===== config.mk =====
export PLATFORM = sky130hd
export DESIGN_NAME = regfile_mp
export DESIGN_NICKNAME = d
export VERILOG_FILES = /design/src/rtl/regfile_pkg.sv /design/src/rtl/regfile_rd_port.sv /design/src/rtl/regfile_mp.sv
export SDC_FILE = /design/constraint.sdc
export NUM_CORES = 2
export LEC_CHECK = 0
export BUFFER_PORTS_ARGS = -buffer_cell sky130_fd_sc_hd__buf_2
export CORE_MARGIN = 4
export CORE_UTILIZATION = 35
export CTS_BUF_LIST = sky130_fd_sc_hd__clkbuf_4
export CTS_CLUSTER_DIAMETER = 40
export CTS_CLUSTER_SIZE = 8
export DETAILED_ROUTE_END_ITERATION = 8
export PLACE_DENSITY_LB_ADDON = 0.1
export SLEW_MARGIN = 20
export SYNTH_ARGS = -nofsm -noshare
export SYNTH_HDL_FRONTEND = slang
export SYNTH_SLANG_ARGS = --single-unit

===== constraint.sdc =====
create_clock -name clk -period 3.88 [get_ports clk]
set_clock_uncertainty 0.1 [all_clocks]
set_input_delay 0.776 -clock clk [delete_from_list [all_inputs] [get_ports clk]]
set_output_delay 0.776 -clock clk [all_outputs]
set_load 0.03 [all_outputs]

===== src/rtl/regfile_pkg.sv =====
// Shared types and default sizing for the multi-port register file.
package regfile_pkg;

  // Two-state sequencer. The encoding is fixed so that ready can be read
  // straight off the state bit.
  typedef enum logic {
    ST_CLEAR = 1'b0,
    ST_IDLE  = 1'b1
  } state_e;

  // Default RV32 geometry: 32 entries of 32 bits.
  localparam int RV32_DATA_W = 32;
  localparam int RV32_ADDR_W = 5;

  // Supported range of read ports.
  localparam int MIN_NUM_RD = 1;
  localparam int MAX_NUM_RD = 4;

  // True when an address hits the hardwired-zero entry.
  function automatic logic is_zero_hit(input logic zero_reg_en, input logic addr_is_zero);
    return zero_reg_en & addr_is_zero;
  endfunction

endpackage : regfile_pkg


===== src/rtl/regfile_rd_port.sv =====
// One registered read port: address latch with stall hold, write-to-read
// bypass and the output data register.
module regfile_rd_port
  import regfile_pkg::*;
#(
  parameter int DATA_W   = RV32_DATA_W,
  parameter int ADDR_W   = RV32_ADDR_W,
  parameter bit ZERO_REG = 1'b1
) (
  input  logic              clk,
  input  logic              rst_n,
  input  logic              i_rd_en,
  input  logic [ADDR_W-1:0] i_rd_addr,
  input  logic              i_clearing,
  input  logic              i_we_eff,
  input  logic [ADDR_W-1:0] i_wr_addr,
  input  logic [DATA_W-1:0] i_wr_data,
  output logic [ADDR_W-1:0] o_next_addr,
  input  logic [DATA_W-1:0] i_mem_rdata,
  output logic [DATA_W-1:0] o_rd_data
);

  logic [ADDR_W-1:0] r_raddr;
  logic [DATA_W-1:0] r_rd_data;
  logic [DATA_W-1:0] w_rd_data_nxt;
  logic [ADDR_W-1:0] w_next_addr;
  logic              w_zero_hit;

  // The address used this edge: a fresh one when enabled, else the held one.
  // Because a stalled port keeps evaluating its held address, it keeps
  // tracking writes to that entry instead of going stale.
  assign w_next_addr = i_rd_en ? i_rd_addr : r_raddr;
  assign o_next_addr = w_next_addr;
  assign w_zero_hit  = is_zero_hit(ZERO_REG, (w_next_addr == '0));

  // Select next output: forced zero, bypassed write data, or array contents.
  always_comb begin
    // NOTE: assign the default first so every path drives the signal and no latch is inferred.
    w_rd_data_nxt = i_mem_rdata;
    if (i_clearing || w_zero_hit) begin
      w_rd_data_nxt = '0;
    end else if (i_we_eff && (i_wr_addr == w_next_addr)) begin
      w_rd_data_nxt = i_wr_data;
    end
  end

  // Address latch and output register; both reset so outputs are defined
  // immediately on reset assertion.
  always_ff @(posedge clk or negedge rst_n) begin
    if (!rst_n) begin
      r_raddr   <= '0;
      r_rd_data <= '0;
    end else begin
      // NOTE: non-blocking assignments so all flops see pre-edge values.
      r_raddr   <= w_next_addr;
      r_rd_data <= w_rd_data_nxt;
    end
  end

  assign o_rd_data = r_rd_data;

endmodule : regfile_rd_port


===== src/rtl/regfile_mp.sv =====
// Multi-read-port register file: one write port, NUM_RD registered read
// ports with bypass, optional hardwired-zero entry, and a clear sequencer
// that zeroes one entry per cycle after reset or on request.
module regfile_mp
  import regfile_pkg::*;
#(
  parameter int DATA_W   = RV32_DATA_W,
  parameter int ADDR_W   = RV32_ADDR_W,
  parameter int NUM_RD   = 2,
  parameter bit ZERO_REG = 1'b1
) (
  input  logic                     clk,
  input  logic                     rst_n,
  input  logic                     clear_req,
  output logic                     ready,
  input  logic                     wr_en,
  input  logic [ADDR_W-1:0]        wr_addr,
  input  logic [DATA_W-1:0]        wr_data,
  input  logic                     rd_en,
  input  logic [NUM_RD*ADDR_W-1:0] rd_addr,
  output logic [NUM_RD*DATA_W-1:0] rd_data
);

  localparam int                DEPTH    = 2 ** ADDR_W;
  localparam logic [ADDR_W-1:0] LAST_IDX = {ADDR_W{1'b1}};

  state_e            r_state;
  state_e            w_state_nxt;
  logic [ADDR_W-1:0] r_clr_idx;
  logic [ADDR_W-1:0] w_clr_idx_nxt;
  logic              w_clearing;
  logic              w_we_eff;

  // Single physical write port shared by the sequencer and the user write.
  logic              w_mem_we;
  logic [ADDR_W-1:0] w_mem_waddr;
  logic [DATA_W-1:0] w_mem_wdata;

  logic [DATA_W-1:0] r_mem [DEPTH];

  logic [ADDR_W-1:0] w_next_addr  [NUM_RD];
  logic [DATA_W-1:0] w_port_rdata [NUM_RD];

  assign w_clearing = (r_state == ST_CLEAR);
  assign ready      = (r_state == ST_IDLE);

  // User writes count only when idle and never to the hardwired-zero entry;
  // writes arriving during a clear are dropped.
  assign w_we_eff = wr_en && (r_state == ST_IDLE)
                 && !is_zero_hit(ZERO_REG, (wr_addr == '0));

  // State and clear index registers.
  always_ff @(posedge clk or negedge rst_n) begin
    if (!rst_n) begin
      r_state   <= ST_CLEAR;
      r_clr_idx <= '0;
    end else begin
      r_state   <= w_state_nxt;
      r_clr_idx <= w_clr_idx_nxt;
    end
  end

  // Next-state logic: walk every entry in CLEAR, accept clear_req in IDLE.
  always_comb begin
    w_state_nxt   = r_state;
    w_clr_idx_nxt = r_clr_idx;
    case (r_state)
      ST_CLEAR: begin
        // clear_req is deliberately ignored here so a clear never restarts.
        if (r_clr_idx == LAST_IDX) begin
          w_state_nxt   = ST_IDLE;
          w_clr_idx_nxt = '0;
        end else begin
          w_clr_idx_nxt = r_clr_idx + ADDR_W'(1);
        end
      end
      ST_IDLE: begin
        if (clear_req) begin
          w_state_nxt   = ST_CLEAR;
          w_clr_idx_nxt = '0;
        end
      end
      default: begin
        w_state_nxt   = ST_CLEAR;
        w_clr_idx_nxt = '0;
      end
    endcase
  end

  // Write-port mux: the sequencer owns the port while clearing.
  always_comb begin
    w_mem_we    = 1'b0;
    w_mem_waddr = wr_addr;
    w_mem_wdata = wr_data;
    if (w_clearing) begin
      w_mem_we    = 1'b1;
      w_mem_waddr = r_clr_idx;
      w_mem_wdata = '0;
    end else if (w_we_eff) begin
      w_mem_we    = 1'b1;
    end
  end

  // Storage array write.
  always_ff @(posedge clk) begin
    // NOTE: the array is intentionally not reset so it can map onto block or
    // distributed RAM; the clear sequencer provides the zeroed contents.
    if (w_mem_we) begin
      r_mem[w_mem_waddr] <= w_mem_wdata;
    end
  end

  // One read port per requested lane; each gets its own array read at the
  // address it is about to register.
  for (genvar p = 0; p < NUM_RD; p++) begin : g_rd
    assign w_port_rdata[p] = r_mem[w_next_addr[p]];

    regfile_rd_port #(
      .DATA_W   (DATA_W),
      .ADDR_W   (ADDR_W),
      .ZERO_REG (ZERO_REG)
    ) u_rd_port (
      .clk         (clk),
      .rst_n       (rst_n),
      .i_rd_en     (rd_en),
      .i_rd_addr   (rd_addr[p*ADDR_W +: ADDR_W]),
      .i_clearing  (w_clearing),
      .i_we_eff    (w_we_eff),
      .i_wr_addr   (wr_addr),
      .i_wr_data   (wr_data),
      .o_next_addr (w_next_addr[p]),
      .i_mem_rdata (w_port_rdata[p]),
      .o_rd_data   (rd_data[p*DATA_W +: DATA_W])
    );
  end

endmodule : regfile_mp


# Word-level counts from Yosys, hierarchy flattened
# Memory sizes are Yosys's and may differ from the RTL's.
# Cells that the tools add are included.
# op_classes
reduce_logical	10
n_addsub	1
bitwise	1
mux	18
eq_ne	4
# op_table
operator	n
2-to-1 mux 32 bit	5
2-to-1 mux 5 bit	5
logical NOT 5 bit	3
equality test 5 bit	2
case mux 5 bit (2 select lines)	1
2-to-1 mux 1 bit	6
adder 5 x 1 -> 5 bit, second input constant	1
equality test 5 bit, second input constant	1
logical AND 1 bit	4
logical OR 1 bit	2
inequality test 2 bit, second input constant	1
case mux 1 bit (2 select lines)	1
logical NOT 1 bit	1
NOT 1 bit	1
# totals
ff_bits	80
input_bits	52
output_inout_bits	65
n_memories	1
word_cells	41
ramBits	1024
# memory_table
name	depth	word_bits	read_ports	rd_clocked_by_memory_dff	write_ports	line	source
r_mem	32	32	2	0	1	regfile_mp.sv:39	logic [DATA_W-1:0] r_mem [DEPTH];

# Depth between registers and ports, before layout
# logic_depth
ltp_word	7
ltp_mapped	12
ltp_nobuf	8

# By module
# A second synthesis with hierarchy kept.
# unflattened
cells_unflattened	3804
hier_area_um2	52628.0
# modules_own_cells
module	cells_each	n_inst	area_per_inst_um2	seq_area_each_um2
regfile_mp	3474	1	49362.3	30899.6
regfile_rd_port	165	2	1632.8	925.9

# Least setup slack after synthesis
# No wires, ideal clock.
# synth_timing
path_type	register to register
start	register r_state (netlist: ready)
end	memory r_mem[19][0] (netlist bit) (enable)
path_stages_with_launch	6
setup_time_ps	421
period_less_slack_ps	3452
n_path_buf	2
required_ps	3359
path_slack_ps	428
arrival_time_ps	2931
path_cell_list	dfrtp_1 > clkbuf_1 > clkbuf_1 > mux2i_1 > nand2_1 > nor2_1
# synth_between
elab_chain_len	6
elab_cells_between_ends	7
classes_between	5 x mux; 2 x reduce/logical
# synth_lines
element	line	source
from (decl)	regfile_mp.sv:27	state_e r_state;
from (signal assigned)	regfile_mp.sv:58	r_state <= w_state_nxt;
logical AND 1 bit	regfile_mp.sv:49	assign w_we_eff = wr_en && (r_state == ST_IDLE)
logical AND 1 bit	regfile_mp.sv:50	&& !is_zero_hit(ZERO_REG, (wr_addr == '0));
2-to-1 mux 1 bit	regfile_mp.sv:99	end else if (w_we_eff) begin
2-to-1 mux 1 bit	regfile_mp.sv:95	if (w_clearing) begin
2-to-1 mux 1 bit	regfile_mp.sv:108	if (w_mem_we) begin
2-to-1 mux 1 bit (implied by the code)	regfile_mp.sv:109	r_mem[w_mem_waddr] <= w_mem_wdata;
to (decl)	regfile_mp.sv:39	
# Several ways; a longest one is shown, not always the timed one.

# Final worst setup path
# layout_timing
start	register g_rd[1].u_rd_port.r_raddr[0]
end	register g_rd[1].u_rd_port.r_rd_data[30]
# layout_between
elab_chain_len	5
elab_cells_between_ends	8
classes_between	1 x eq/ne; 3 x mux; 3 x reduce/logical; 1 x memory
# layout_lines
element	line	source
from (decl)	regfile_rd_port.sv:23	logic [ADDR_W-1:0] r_raddr;
from (signal assigned)	regfile_rd_port.sv:55	r_raddr <= w_next_addr;
2-to-1 mux 5 bit (*)	regfile_rd_port.sv:32	assign w_next_addr = i_rd_en ? i_rd_addr : r_raddr;
branches (longest 3 deep; another with memory (32 x 32 bit))	--	
2-to-1 mux 32 bit (*)	regfile_rd_port.sv:40	if (i_clearing || w_zero_hit) begin
via g_rd[1].u_rd_port.w_rd_data_nxt[30]	regfile_rd_port.sv:25	logic [DATA_W-1:0] w_rd_data_nxt;
to (signal assigned)	regfile_rd_port.sv:56	r_rd_data <= w_rd_data_nxt;
to (decl)	regfile_rd_port.sv:24	logic [DATA_W-1:0] r_rd_data;
# Mark *: on every way through the listed nets, which the timed path passes.
# A chain may end at the register's enable or synchronous reset.

==> summary.txt <==
Status
  – Outcome: complete, no violations

Detailed routing
  – Antenna Nets Post-Route: 0
  – DRC Markers: 0
  – Initial DRT Pass Iterations: 7
  – Routed length per placed instance: ~34 µm
  – Iter 0 DRT Violations: 8297
  – Via density per instance: roughly 6.4
  – Final WL: between 200 and 300 mm
  – Routed vias: roughly 54000

Setup path
  – CP Buf/Inv Count: 4
  – Top delay family on crit path: buffers and inverters
  – CP Class: reg -> reg
  – CP Max Fanout: 33
  – Critical Path Max Stage Delay: 0.71 ns
  – Critical Path, Cell by Cell: mux2i_4, dlygate4sd3_1, inv_8, xnor2_1, nand2_1, nor4_4, buf_12, nor4_1, o211ai_1, nand2_1, dlygate4sd3_1
  – Worst endpoint data arrival time: between 4 and 5 ns
  – Startpoint types: flop
  – Crit path required time: approximately 5 ns
  – CP max-delay cell: dlygate4sd3_1
  – CP Capture Type: flop

Place
  – Final HPWL DP: between 150 and 200 mm
  – RD Place Congestion: 0.858
  – IO buf count: between 100 and 150
  – Placed cell count: 7913
  – Place WS: 0.116 ns

Cells and area
  – Most common cell after layout, fill and taps aside: edfxtp_1
  – Layout cells sized above 1: 14.5%
  – Syn-to-layout area delta: 16.1%
  – Nets: around 6000
  – Final Non-Filler Cells: around 8400
  – Most frequent cells in the layout: edfxtp_1 (1024), nand2_1 (915), nor2_1 (835), o22ai_1 (408), nand3_1 (341)

STA
  – Min cycle time layout: roughly 3.6 ns
  – RSZ-0062 raised after global routing: false
  – Slew Limit Fails: 0
  – Final Setup Violations: 0
  – Slew HR: 16.1%
  – Fin crit share: between 90 and 100%
  – Worst Slack Setup Final: roughly 0.26 ns
  – TNS Setup: 0 ns
  – Final Hold Vio Count: 0
  – Worst slew pin tran: about 1.3 ns
  – Achievable Freq: between 200 and 300 MHz

Floorplan
  – Die Span Y: slightly above 400 µm
  – # rows: 148
  – Initial Util: 35.3%
  – I/O pins: 117
  – Die width: 413 µm
  – Full die area: 171000 µm²
  – Core Area: 163000 µm²

Power and ir drop
  – Static leakage: between 20 and 25 nW
  – Pwr Density: 528 nW/µm²
  – Peak VDD IR: 0.496 mV
  – Tot Pwr: ~35 mW

Job
  – Max Cap Viol: 0

Logic synthesis
  – Yosys cell types: roughly 70
  – Post-synth top flop: edfxtp_1
  – Register area share after synthesis: 56.9%
  – Syn Std Cell Area: between 50000 and 60000 µm²
  – Post-Synthesis Cells: ~5800
  – Post-synthesis average cell area: between 9 and 10 µm²
  – Synth Warn #: 0
  – Synth async-reset ratio: a little over 7%
  – EDFF count, synth: approximately 1000
  – Syn nets: between 5000 and 6000
  – Yosys reg bits: 1104

Clock network
  – Clock transition at path regs: roughly 0.1 ns
  – Clk root buf: clkbuf_4
  – CTS buffer count: ~200
  – Clk_lat worst skew: 1.31 ns
  – Clock Sinks: 1104
  – CTS tree: built
  – Post_cts resized: 0
  – Post-CTS Setup Bufs: 0
  – H-tree levels: 4
  – Worst-case clock buffer depth: 3

Worst hold path
  – HP Class: in -> reg

Global routing
  – Vias in the first global route: between 40000 and 50000
  – First-pass GRT wire length: roughly 390 mm
  – Largest net degree at the start of global routing: 99
  – Initial antenna violation count: 14
  – Gr usage total: roughly a third
  – Gr ovfl total: 0
area by class of cell:
type,instances,area (µm²)
Clock inverter,117,1460
Fill cell,15752,96200
Sequential cell,1104,32800
Timing Repair Buffer,459,4610
Multi-Input combinational cell,4206,23100
Tap cell,2175,2720
Inverter,16,86.3
Clock buffer,266,2000
Antenna cell,8,20.0
logic make-up (layout without fill, tap and decap cells):
kind of cell / after synthesis / in the layout / synth area share, %
simple gates: 2460 / 2460 / 18.0
compound gates: 1583 / 1583 / 17.9
flops: 1104 / 1104 / 56.9
buf+inv: 525 / 858 / 3.74
mux: 149 / 149 / 3.24
xor+xnor: 12 / 12 / 0.183
fa+ha+maj: 2 / 2 / 0.0435
other cells: 0 / 8 / 0
per-stage QoR:
stage / hold slack (ns) / instance area, µm² / util [%]
2_1_floorplan: 0.380 / 57500 / -
3_3_place_gp: 0.479 / 62800 / 38.5
3_5_place_dp: 0.491 / 62800 / 38.5
4_1_cts: 0.0177 / 66700 / 40.9
5_1_grt: 0.0813 / 66800 / 41.0
6_report: 0.159 / 66800 / 41.0
registers in the layout, indices dropped and copies added (netlist names):
register / cells
ready: 1
g_rd.u_rd_port.o_rd_data: 64
r_clr_idx: 5
g_rd.u_rd_port.r_raddr: 10
r_mem: 1024
worst paths after layout:
path	slack, ns	end	cells past startpoint	startpoint
max	0.26	g_rd[1].u_rd_port.o_rd_data[30]$_DFF_PN0_	11	g_rd[1].u_rd_port.r_raddr[0]$_DFF_PN0_
min	0.16	g_rd[1].u_rd_port.o_rd_data[6]$_DFF_PN0_	4	wr_data[6]
max reg2reg	0.26	g_rd[1].u_rd_port.o_rd_data[30]$_DFF_PN0_	11	g_rd[1].u_rd_port.r_raddr[0]$_DFF_PN0_
min reg2reg	0.51	r_clr_idx[4]$_DFFE_PN0P_	2	r_clr_idx[4]$_DFFE_PN0P_
max in group asynchronous	2.55	g_rd[1].u_rd_port.o_rd_data[21]$_DFF_PN0_	5	rst_n
min in group asynchronous	0.46	g_rd[1].u_rd_port.o_rd_data[13]$_DFF_PN0_	4	rst_n
cells in the mapped netlist, types with 7 or more instances:
library cell,number,area (µm²)
o211ai_1,133,998
and2_1,32,200
o211a_1,7,70.1
buf_1,47,176
a32oi_1,12,105
o22ai_1,408,2550
o21a_1,19,143
mux2i_1,111,1110
o21ai_0,327,1640
dfrtp_1,80,2000
a311oi_1,44,385
inv_1,10,37.5
o311a_1,37,370
buf_2,102,510
o21ai_1,40,200
a21oi_1,234,1170
and3_1,8,50.1
nor4_1,83,519
nor2_1,869,3260
nand3_1,342,1710
edfxtp_1,1024,30700
o41ai_1,27,236
mux4_2,24,541
a221o_1,9,90.1
nand2b_1,8,50.1
a31oi_1,47,294
xnor2_1,8,70.1
nand4_1,42,263
nand2_1,921,3460
clkbuf_1,348,1310
buf_4,10,75.1
mux2_2,7,78.8
a22oi_1,67,503
a221oi_1,133,1160
nor3_1,140,701
worst min-delay path, cell delays in order:
cell and delay (ns):
dlygate4sd3_1 0.52, buf_2 0.13, nand2_1 0.05, nand2_1 0.05
per-layer routing:
metal	share of wire, %	vias to the layer above	global-route usage [%]
li1	-	22453	-
met1	42	26671	45.2
met2	43	3756	47.4
met3	11	741	7.76
met4	4.6	2	13.7
met5	0.0046	-	0
power by group:
group / switching (mW) / internal (mW)
combinational: 6.78 / 2.41
clock: 5.17 / 5.46
sequential: 0.757 / 14.7
total: 12.7 / 22.5
what timing repair did:
item / CTS / global route
endpoints found under the setup margin: 0 / 0
hold endpoints to repair: 576 / 0
hold buffers: 45 / 0
Note: power is estimated with default switching activity, not from simulation.
